[config.mk]
export PLATFORM = sky130hd
export DESIGN_NAME = id_ex_alu_decode
export DESIGN_NICKNAME = d
export VERILOG_FILES = /design/src/rtl/id_ex_alu_decode.sv
export SDC_FILE = /design/constraint.sdc
export NUM_CORES = 1
export LEC_CHECK = 0
export BUFFER_PORTS_ARGS = -buffer_cell sky130_fd_sc_hd__buf_2
export CAP_MARGIN = 20
export CELL_PAD_IN_SITES_DETAIL_PLACEMENT = 2
export CELL_PAD_IN_SITES_GLOBAL_PLACEMENT = 2
export CORE_UTILIZATION = 28
export CTS_BUF_LIST = sky130_fd_sc_hd__clkbuf_16
export CTS_CLUSTER_SIZE = 14
export DETAILED_ROUTE_END_ITERATION = 7
export PLACE_DENSITY = 0.81
export SYNTH_ARGS = -nofsm -noshare
export SYNTH_HDL_FRONTEND = slang
export SYNTH_SLANG_ARGS = --single-unit
[constraint.sdc]
create_clock -name clk -period 3.55 [get_ports clk]
set_clock_uncertainty 0.2 [all_clocks]
set_input_delay 0.1775 -clock clk [delete_from_list [all_inputs] [get_ports clk]]
set_output_delay 0.1775 -clock clk [all_outputs]
set_load 0.1 [all_outputs]
[src/rtl/id_ex_alu_decode.sv]
`default_nettype none
// ============================================================================
// Module   : id_ex_alu_decode
// Purpose  : ID/EX pipeline stage. Decodes a 32-bit MIPS instruction into the
//            ALU operation and the EX operand/control bundle, then registers
//            the bundle. Supports hazard-unit stall/flush and flags
//            unsupported instructions.
// Revision : 1.0 - initial release
// ============================================================================
module id_ex_alu_decode (
  input  logic        clk,
  input  logic        rst_n,
  input  logic        id_valid,
  input  logic [31:0] id_instr,
  input  logic [31:0] id_rs_data,
  input  logic [31:0] id_rt_data,
  input  logic        stall,
  input  logic        flush,
  output logic        ex_valid,
  output logic [2:0]  ex_alu_control,
  output logic [31:0] ex_srcA,
  output logic [31:0] ex_srcB,
  output logic [31:0] ex_store_data,
  output logic [4:0]  ex_dest,
  output logic        ex_reg_write,
  output logic        ex_mem_read,
  output logic        ex_mem_write,
  output logic        ex_branch,
  output logic        ex_illegal
);

  // ALU operation encodings
  localparam logic [2:0] ALU_AND = 3'b000;
  localparam logic [2:0] ALU_OR  = 3'b001;
  localparam logic [2:0] ALU_ADD = 3'b010;
  localparam logic [2:0] ALU_SUB = 3'b100;
  localparam logic [2:0] ALU_MUL = 3'b101;
  localparam logic [2:0] ALU_SLT = 3'b110;

  // Primary opcodes
  localparam logic [5:0] OP_RTYPE = 6'b000000;
  localparam logic [5:0] OP_SPEC2 = 6'b011100;
  localparam logic [5:0] OP_ADDI  = 6'b001000;
  localparam logic [5:0] OP_ADDIU = 6'b001001;
  localparam logic [5:0] OP_ANDI  = 6'b001100;
  localparam logic [5:0] OP_ORI   = 6'b001101;
  localparam logic [5:0] OP_SLTI  = 6'b001010;
  localparam logic [5:0] OP_LW    = 6'b100011;
  localparam logic [5:0] OP_SW    = 6'b101011;
  localparam logic [5:0] OP_BEQ   = 6'b000100;

  // Instruction fields
  logic [5:0]  op;
  logic [4:0]  rt_idx;
  logic [4:0]  rd_idx;
  logic [5:0]  funct;
  logic [31:0] imm_sext;
  logic [31:0] imm_zext;

  assign op       = id_instr[31:26];
  assign rt_idx   = id_instr[20:16];
  assign rd_idx   = id_instr[15:11];
  assign funct    = id_instr[5:0];
  assign imm_sext = {{16{id_instr[15]}}, id_instr[15:0]};
  assign imm_zext = {16'b0, id_instr[15:0]};

  // rs index and shamt are not needed: operand A arrives as data and no
  // shift operations are supported.
  logic unused_fields;
  assign unused_fields = ^{id_instr[25:21], id_instr[10:6]};

  // Decoded (next-state) bundle
  logic [2:0]  alu_d;
  logic [31:0] srcB_d;
  logic [4:0]  dest_d;
  logic        rw_raw;
  logic        reg_write_d;
  logic        mem_read_d;
  logic        mem_write_d;
  logic        branch_d;
  logic        illegal_d;

  // Pipeline register state
  logic        valid_q;
  logic [2:0]  alu_q;
  logic [31:0] srcA_q;
  logic [31:0] srcB_q;
  logic [31:0] store_q;
  logic [4:0]  dest_q;
  logic        reg_write_q;
  logic        mem_read_q;
  logic        mem_write_q;
  logic        branch_q;
  logic        illegal_q;

  // Combinational decode of the ID instruction into the EX bundle
  always_comb begin
    alu_d       = ALU_AND;
    srcB_d      = id_rt_data;
    dest_d      = 5'd0;
    rw_raw      = 1'b0;
    mem_read_d  = 1'b0;
    mem_write_d = 1'b0;
    branch_d    = 1'b0;
    illegal_d   = 1'b0;
    case (op)
      OP_RTYPE: begin
        dest_d = rd_idx;
        rw_raw = 1'b1;
        case (funct)
          6'b100000, 6'b100001: alu_d = ALU_ADD;
          6'b100010, 6'b100011: alu_d = ALU_SUB;
          6'b100100:            alu_d = ALU_AND;
          6'b100101:            alu_d = ALU_OR;
          6'b101010:            alu_d = ALU_SLT;
          default: begin
            illegal_d = 1'b1;
            dest_d    = 5'd0;
            rw_raw    = 1'b0;
          end
        endcase
      end
      OP_SPEC2: begin
        if (funct == 6'b000010) begin
          alu_d  = ALU_MUL;
          dest_d = rd_idx;
          rw_raw = 1'b1;
        end else begin
          illegal_d = 1'b1;
        end
      end
      OP_ADDI, OP_ADDIU: begin
        alu_d  = ALU_ADD;
        srcB_d = imm_sext;
        dest_d = rt_idx;
        rw_raw = 1'b1;
      end
      OP_ANDI: begin
        alu_d  = ALU_AND;
        srcB_d = imm_zext;
        dest_d = rt_idx;
        rw_raw = 1'b1;
      end
      OP_ORI: begin
        alu_d  = ALU_OR;
        srcB_d = imm_zext;
        dest_d = rt_idx;
        rw_raw = 1'b1;
      end
      OP_SLTI: begin
        alu_d  = ALU_SLT;
        srcB_d = imm_sext;
        dest_d = rt_idx;
        rw_raw = 1'b1;
      end
      OP_LW: begin
        alu_d      = ALU_ADD;
        srcB_d     = imm_sext;
        dest_d     = rt_idx;
        rw_raw     = 1'b1;
        mem_read_d = 1'b1;
      end
      OP_SW: begin
        alu_d       = ALU_ADD;
        srcB_d      = imm_sext;
        mem_write_d = 1'b1;
      end
      OP_BEQ: begin
        alu_d    = ALU_SUB;
        branch_d = 1'b1;
      end
      default: illegal_d = 1'b1;
    endcase
  end

  // Register $0 is hardwired to zero, so a write to it is dropped here.
  assign reg_write_d = rw_raw & (dest_d != 5'd0);

  // ID/EX register: reset > flush > stall > load; an invalid ID slot loads a bubble
  always_ff @(posedge clk) begin
    if (!rst_n || flush || (!stall && !id_valid)) begin
      valid_q     <= 1'b0;
      alu_q       <= ALU_AND;
      srcA_q      <= 32'd0;
      srcB_q      <= 32'd0;
      store_q     <= 32'd0;
      dest_q      <= 5'd0;
      reg_write_q <= 1'b0;
      mem_read_q  <= 1'b0;
      mem_write_q <= 1'b0;
      branch_q    <= 1'b0;
      illegal_q   <= 1'b0;
    end else if (!stall) begin
      valid_q     <= 1'b1;
      alu_q       <= alu_d;
      srcA_q      <= id_rs_data;
      srcB_q      <= srcB_d;
      store_q     <= id_rt_data;
      dest_q      <= dest_d;
      reg_write_q <= reg_write_d;
      mem_read_q  <= mem_read_d;
      mem_write_q <= mem_write_d;
      branch_q    <= branch_d;
      illegal_q   <= illegal_d;
    end
  end

  assign ex_valid       = valid_q;
  assign ex_alu_control = alu_q;
  assign ex_srcA        = srcA_q;
  assign ex_srcB        = srcB_q;
  assign ex_store_data  = store_q;
  assign ex_dest        = dest_q;
  assign ex_reg_write   = reg_write_q;
  assign ex_mem_read    = mem_read_q;
  assign ex_mem_write   = mem_write_q;
  assign ex_branch      = branch_q;
  assign ex_illegal     = illegal_q;

endmodule
`default_nettype wire
==> impl_results.md <==
- Clock sinks: 110
- Post-Synthesis Cells: 494
- WL final: 18300 um
- Fin Setup TNS: 0 ns
- Peak supply drop: 0.202 mV
- Met2 Wirelength: 9580 um
- Gr usage total: 0.217
- Cell taking the most area after synthesis: dfxtp_1
- Uppermost layer routed: met4
- Reg2Reg Launch Point: ex_dest[2]
- Worst r2r dst: ex_dest[2]
- 1st-iter DRT viols: 131
- Most common cell in the netlist: dfxtp_1
- Final WS setup: 1.72 ns
- Layout cells sized above 1: 0.315
- MaxCap Viol Count: 0
- Final worst path period share: 0.514
- Main synth FF type: dfxtp_1
- Die Wd: 130 um
- Vias in the first global route: between 5k and 6k
- First-pass GRT wire length: 28000 um
- DRT Pass-1 Iters: 4
- Top-level I/O count: between 200 and 250
- Synth top area share: 0.480
- Post-CTS Hold Buffers: 70
- PortBufs: 205
- Metal3 WL: 815 um
- Number of distinct library cells after synthesis: 44
- PD cells: 443 nW/um^2
- Inserted Clock Buffers: 9
- Initial antenna violation count: 1
- CP Launch Type: primary input
- Register area share after synthesis: 0.480
- Crit end category: flop
- Post-synth top cells: 110 x dfxtp_1, 75 x nor2_1, 65 x mux2i_1
- R2R cell count: 2
- Rows: 46
- Synth Cell Area: 4590 sq um
- Antenna viol nets, final: 0
- Worst skew pair latency: 0.35 ns
- Critical path class: primary input to flop
- CTS tree: yes
- Dpl hpwl: 11000 um
- Area grow syn2layout: 46.6%
- Core ar.: about 16000 sq um
- Post-DR wirelength/cell: 18.9 um
- Leakage power: 3.10 nW
- Worst Hold Class: primary input to flop
- Hold Startpoint: id_instr[6]
- Nets@finish: ~840
- Fmax achieved: 548 MHz
- Run status: finished, final reports clean
- Pin count of the biggest net entering global routing: 111
- RSZ-0062 raised after global routing: false
- Ys Warns: 0
- Final Hold Viols: 0
- Asr flop ratio synth: 0
- Maximum buffer depth of the clock tree: 2
- Pre-CTS setup slack: 1.36 ns
- Slew margin rel.: 0.491
- Actual slew at the worst max-slew pin: 0.763 ns
- DIE HEIGHT: 130 um
- R2r setup slk: 2.53 ns
- Slew Limit Fails: 0
- Setup Buffers After CTS: 0
- Tmin final: about 1.8 ns
- Met1 wire length: 7410 um
- Hold depth: 3
- Clock slew at reported path FFs: 0.07 ns
- Crit path max fanout: 12
- Htree depth: 3
- Crit path launch: id_instr[27]
- Full die area: 16900 sq um
- Residual DRC count: 0
- Number of synthesized register bits: 110
- GP Congestion: approximately 0.74
- Worst EP arrival: around 1.9 ns
- Global route overflow: 0
- Syn_area_per_cell: 9.29 sq um
- Hold Path Sink: ex_srcB[6]
- Area contributors post-synth: dfxtp_1 48%, mux2i_1 14%, nor2_1 6.1%, nor3_1 4.3%, nor2b_1 3.3%
- Initial Util: 0.288
- Number of synthesized flops with an enable pin: 0
- Endpoints failing setup: 0
- Vias per cell: 4.84
- Root Buffer: clkbuf_16
- Mapped Nets: 595
- Vias: 4663
- PostCTS Resize Cnt: 0
- Worst path required time: 3.58 ns
[power breakdown]
group          switching, mW  leakage (nW)  internal (mW)  total (mW)
sequential            0.0192         0.894           1.27        1.29
combinational          0.450          2.06          0.191       0.641
clock                  0.503         0.139          0.551        1.05
[worst max path at each step]
| stage | to | slack [ns] |
|---|---|---|
| after floorplan | ex_reg_write | 1.94 |
| after global placement | ex_srcB[13] | 1.53 |
| after detailed placement | ex_srcB[12] | 1.36 |
| after CTS | ex_srcB[12] | 1.73 |
| after global routing | ex_dest[2] | 1.64 |
| final | ex_dest[2] | 1.72 |
[sequential cells by signal (all words and copies together), names as in the netlist]
| name | flops |
|---|---|
| ex_mem_read | 1 |
| ex_srcA | 32 |
| ex_branch | 1 |
| ex_store_data | 32 |
| ex_srcB | 32 |
| ex_dest | 5 |
| ex_valid | 1 |
| ex_reg_write | 1 |
| ex_alu_control | 3 |
| ex_mem_write | 1 |
| ex_illegal | 1 |
[critical path: stages]
cell,delay (ns)
buf_2,0.25
nand3_4,0.14
nand2b_1,0.16
a21oi_1,0.56
a221oi_1,0.23
nor3_1,0.33
[kinds of logic (layout without fill, tap and decap cells)]
| group | Yosys count | in the layout | share of synthesized area |
|---|---|---|---|
| buffers and inverters | 47 | 300 | 0.0491 |
| flip-flops | 110 | 110 | 0.480 |
| multiplexers | 66 | 66 | 0.144 |
| AO/OA/AOI/OAI | 52 | 52 | 0.0788 |
| AND/OR/NAND/NOR | 219 | 219 | 0.248 |
| other | 0 | 1 | 0 |
[metrics by stage]
stage	util	hold WS [ns]	total power, mW	cell area (sq um)	std cells
after floorplan	-	0.121	1.74	4590	494
after global placement	0.359	0.207	1.87	5730	877
after detailed placement	0.359	0.219	1.89	5730	877
after CTS	0.422	0.00101	3.00	6730	963
after global routing	0.422	0.0111	3.10	6730	964
final	0.422	0.0135	2.98	6730	964
[routing by layer]
metal  vias to the layer above  track usage
met5                         -            0
met4                         0       0.0971
met3                        30       0.0451
met2                       133        0.401
met1                      2269        0.236
li1                       2231            -
[layout by cell type, fill, tap and decap left out, drive strengths merged, types with 2 or more instances in the layout]
| cell type | Yosys | final |
|---|---|---|
| a211oi | 2 | 2 |
| a21oi | 12 | 12 |
| a221oi | 8 | 8 |
| a31oi | 16 | 16 |
| buf | 18 | 209 |
| clkbuf | 24 | 9 |
| clkinv | 0 | 2 |
| clkinvlp | 0 | 3 |
| dfxtp | 110 | 110 |
| dlygate4sd3 | 0 | 70 |
| inv | 5 | 6 |
| mux2i | 65 | 65 |
| nand2 | 25 | 25 |
| nand2b | 5 | 5 |
| nand3 | 2 | 2 |
| nand3b | 17 | 17 |
| nand4 | 4 | 4 |
| nor2 | 75 | 75 |
| nor2b | 24 | 24 |
| nor3 | 39 | 39 |
| nor3b | 2 | 2 |
| nor4 | 18 | 18 |
| nor4b | 2 | 2 |
| o21ai | 7 | 7 |
[layout make-up]
class,instances,area [sq um]
diodes,1,2.50
clock buffers,9,225
clock inverters,7,73.8
fillers,1754,9210
inverters,5,18.8
multi-input cells,337,2160
flip-flops and latches,110,2200
well taps,216,270
repair buffers,279,1780
(Power assumes the default switching activity.)
